==> src/rtl/test_mailbox_sync_fifo.sv <==
// sync_fifo: first-word-fall-through FIFO with flush; head is valid whenever not empty.
// A push while full is accepted only if a pop happens in the same cycle.
module sync_fifo #(
    parameter int WIDTH = 32,
    parameter int DEPTH = 8
) (
    input  logic                       clk,
    input  logic                       rst_n,
    input  logic                       push_i,
    input  logic                       pop_i,
    input  logic                       flush_i,
    input  logic [WIDTH-1:0]           din_i,
    output logic [WIDTH-1:0]           dout_o,
    output logic                       full_o,
    output logic                       empty_o,
    output logic [$clog2(DEPTH):0]     count_o
);
    localparam int AW = $clog2(DEPTH);

    logic [WIDTH-1:0] mem_q [DEPTH];
    logic [AW-1:0]    wr_ptr_q, rd_ptr_q;
    logic [AW:0]      count_q;
    logic             do_push, do_pop;

    assign empty_o = (count_q == '0);
    assign full_o  = (count_q == (AW+1)'(DEPTH));
    assign count_o = count_q;
    assign dout_o  = mem_q[rd_ptr_q];

    // Pop is qualified by non-empty, so push+pop on empty is a plain push.
    assign do_pop  = pop_i && !empty_o;
    assign do_push = push_i && (!full_o || do_pop);

    always_ff @(posedge clk) begin
        if (do_push && !flush_i) begin
            mem_q[wr_ptr_q] <= din_i;
        end
    end

    always_ff @(posedge clk) begin
        if (!rst_n || flush_i) begin
            wr_ptr_q <= '0;
            rd_ptr_q <= '0;
            count_q  <= '0;
        end else begin
            if (do_push) wr_ptr_q <= wr_ptr_q + 1'b1;
            if (do_pop)  rd_ptr_q <= rd_ptr_q + 1'b1;
            case ({do_push, do_pop})
                2'b10:   count_q <= count_q + 1'b1;
                2'b01:   count_q <= count_q - 1'b1;
                default: count_q <= count_q;
            endcase
        end
    end

endmodule

==> config.mk <==
export PLATFORM = sky130hd
export DESIGN_NAME = sync_fifo
export DESIGN_NICKNAME = d
export VERILOG_FILES = /design/src/rtl/test_mailbox_sync_fifo.sv
export SDC_FILE = /design/constraint.sdc
export NUM_CORES = 1
export LEC_CHECK = 0
export ABC_AREA = 1
export BUFFER_PORTS_ARGS = -buffer_cell sky130_fd_sc_hd__buf_4
export CAP_MARGIN = 5
export CORE_MARGIN = 2
export CORE_UTILIZATION = 40
export CTS_CLUSTER_SIZE = 40
export DETAILED_ROUTE_END_ITERATION = 10
export SYNTH_ARGS = -nofsm -noshare
export SYNTH_HDL_FRONTEND = slang
export SYNTH_SLANG_ARGS = --single-unit
==> constraint.sdc <==
create_clock -name clk -period 4.4 [get_ports clk]
set_clock_uncertainty 0.2 [all_clocks]
set_input_delay 0 -clock clk [delete_from_list [all_inputs] [get_ports clk]]
set_output_delay 0 -clock clk [all_outputs]
set_load 0.005 [all_outputs]
==> results.ini <==
[outcome]
run_status = finished clean

[floorplanning]
die_h_um = 166
ios = 75
initial_core_util_pct = 40.6
num_rows = 59
dieArea_mm2 = 0.0277
fp.coreArea_mm2 = 0.0260
die_width_um = 166

[route]
drt_first_iter_violations = 440
num_vias = 6219
firstDrtPassIters = 4
via_per_inst = 5.11
wl_um = 21600
routedWlPerCell_um = 17.7
postRouteAntennaNets = 0
drc = 0

[synthesis]
synth_nets = 790
yosysTopAreaCellShare_pct = 72.8
synth_warnings = 0
avgSynthCellArea_um2 = 14.1
ys_seq_area_share_pct = 75.3
yosys.area.top_type = edfxtp_1
ys_seq_elements = 269
yosysUniqueCellTypes = 24
synth_cells = 748
synth.area.top_cells = edfxtp_1 (73%), mux2i_1 (6.1%), nand2_1 (4.1%)
netlist_area_mm2 = 0.0106

[final_layout]
fin_util_pct = 48.9
multi_input_area_mm2 = 0.00237
num_antenna_cells = 0
final_nets = 909
drive_above_1_share_pct = 14.9
n_fill_cell = 2292
fin_area_mm2 = 0.0127
syn2layout_area_growth_pct = 20.4
regArea_mm2 = 0.00796

[grt]
antenna_found_initial = 0
grt_overflow = 0
grt_pass1_vias = 6269
grt_pass1_wl_um = 34200
busiest_layer = met2
grtUsageMet2_pct = 27.1
grt_start_max_net_pins = 70
grtUsageTotal_pct = 15.5
met1_usage_pct = 20.4
met3_usage_pct = 2.07

[cts]
clkTransAtPathRegs_ns = 0.06
cts_num_sinks = 269
cts_buffer_depth = 3
clock_latency_ns = 0.52
cts_setup_buffers = 0
root_buffer = clkbuf_16
cts-htree-levels = 1
ctsResizeCount = 0
cts_inserted_buffers = 28
tritoncts = yes

[sta]
max_freq_ghz = 0.327
worst_pin_slew_ns = 1.17
rsz0062_at_grt = false
fin_setup_tns_ns = 0
period_share_pct = 69.4
hold_viol_final = 0
drv_slew = 0
min_period_ns = 3.05
slew_headroom_pct = 21.6
finalSetupViolCount = 0

[placement]
hpwl_um = 11700
placed_area_mm2 = 0.0115
numPortBuffers = 74
place.gp.congestion = 0.730

[power_and_ir_drop]
power_leakage_nw = 4.30
vdd_ir_drop_max_v = 0.000277
p_per_area_mw_per_mm2 = 414
power_w = 0.00526

[hold_path]
min_path_type = primary input to flip-flop

[worst_setup_path]
crit_arrival_ns = 3.26
critPathMaxFanout = 5
cp-start-kind = flip-flop
end_kind = flip-flop
crit_type = flip-flop to flip-flop
required_ns = 4.61

[run]
maxCapViolations = 0

## layout by cell type, fill, tap and decap left out, drive strengths merged
master and count:
clkinv 8, o22ai 64, fa 1, o21ai 68
dfxtp 13, edfxtp 256, xor2 2, a21oi 10
nor2 75, mux2i 64, buf 89, nor3 4
nand4 1, ha 4, dlygate4sd3 41, clkbuf 38
nand3 11, inv 18, nand2 116
## state kept, by name (all words and copies together) (netlist names), named ones only
register / flops
wr_ptr_q: 3
rd_ptr_q: 3
count_o: 4
mem_q: 256
## routing by layer
metal / share of wire, % / up-vias
met5: 0 / -
li1: - / 3014
met1: 45 / 3045
met2: 49 / 125
met4: 2.1 / 0
met3: 3.9 / 35
## per-stage QoR
step	setup WS (ns)	std cells	hold WS, ns
CTS	1.38	1218	0.0184
finish	1.35	1218	0.0355
global route	1.18	1218	0.0437
global placement	1.72	1131	0.0340
detailed placement	1.63	1131	0.0387
floorplan	0.722	748	-0.101
## what timing repair did
item                                    in CTS  in global routing
hold endpoints to repair                   276                  0
hold buffers                                41                  0
endpoints found under the setup margin       0                  0
## critical path, stage by stage (launching register included)
cell           delay [ns]
dfxtp_1              0.34
nor2_1               0.17
nand2_1              0.12
nand2_1              0.15
nand3_1              0.08
dlygate4sd3_1        0.62
nand3_1              0.09
dlygate4sd3_1        0.56
a21oi_1              0.06
dlygate4sd3_1        0.55
## cell families after synthesis
kind of cell	after synthesis	synth area share, %
flops	269	75.3
simple gates	207	7.56
mux	64	6.07
buf+inv	59	2.78
compound gates	142	7.49
xor+xnor	2	0.166
fa+ha+maj	5	0.664
## where the power goes
part / leakage [nW] / switching (W) / internal (W)
registers: 2.42 / 0.0000249 / 0.00283
clock network: 0.388 / 0.000905 / 0.00119
logic: 1.49 / 0.000165 / 0.000144
total: 4.30 / 0.00109 / 0.00417
## cell usage after synthesis, drive strengths merged
| cell | n |
|---|---|
| a21oi | 10 |
| buf | 23 |
| clkbuf | 18 |
| dfxtp | 13 |
| edfxtp | 256 |
| fa | 1 |
| ha | 4 |
| inv | 18 |
| mux2i | 64 |
| nand2 | 116 |
| nand3 | 11 |
| nand4 | 1 |
| nor2 | 75 |
| nor3 | 4 |
| o21ai | 68 |
| o22ai | 64 |
| xor2 | 2 |
## final cells by class
cell class	count	area share [%]
clock buffers	38	5.98
inverters	18	0.532
clock inverters	8	0.295
repair buffers	130	8.68
well taps	335	3.30
flip-flops and latches	269	62.6
multi-input cells	420	18.6
## path summary, 6_finish.rpt
| path | endpoint | cells after the start | from | slack, ns |
|---|---|---|---|---|
| max | count_o[0]$_SDFFE_PP0P_ | 9 | count_o[0]$_SDFFE_PP0P_ | 1.35 |
| min | mem_q[4][23]$_DFFE_PP_ | 2 | din_i[23] | 0.04 |
| max reg2reg | count_o[0]$_SDFFE_PP0P_ | 9 | count_o[0]$_SDFFE_PP0P_ | 1.35 |
| min reg2reg | flip-flop | 2 | rd_ptr_q[2]$_SDFFE_PP0N_ | 0.28 |
Power figures use the tool's default switching activity.
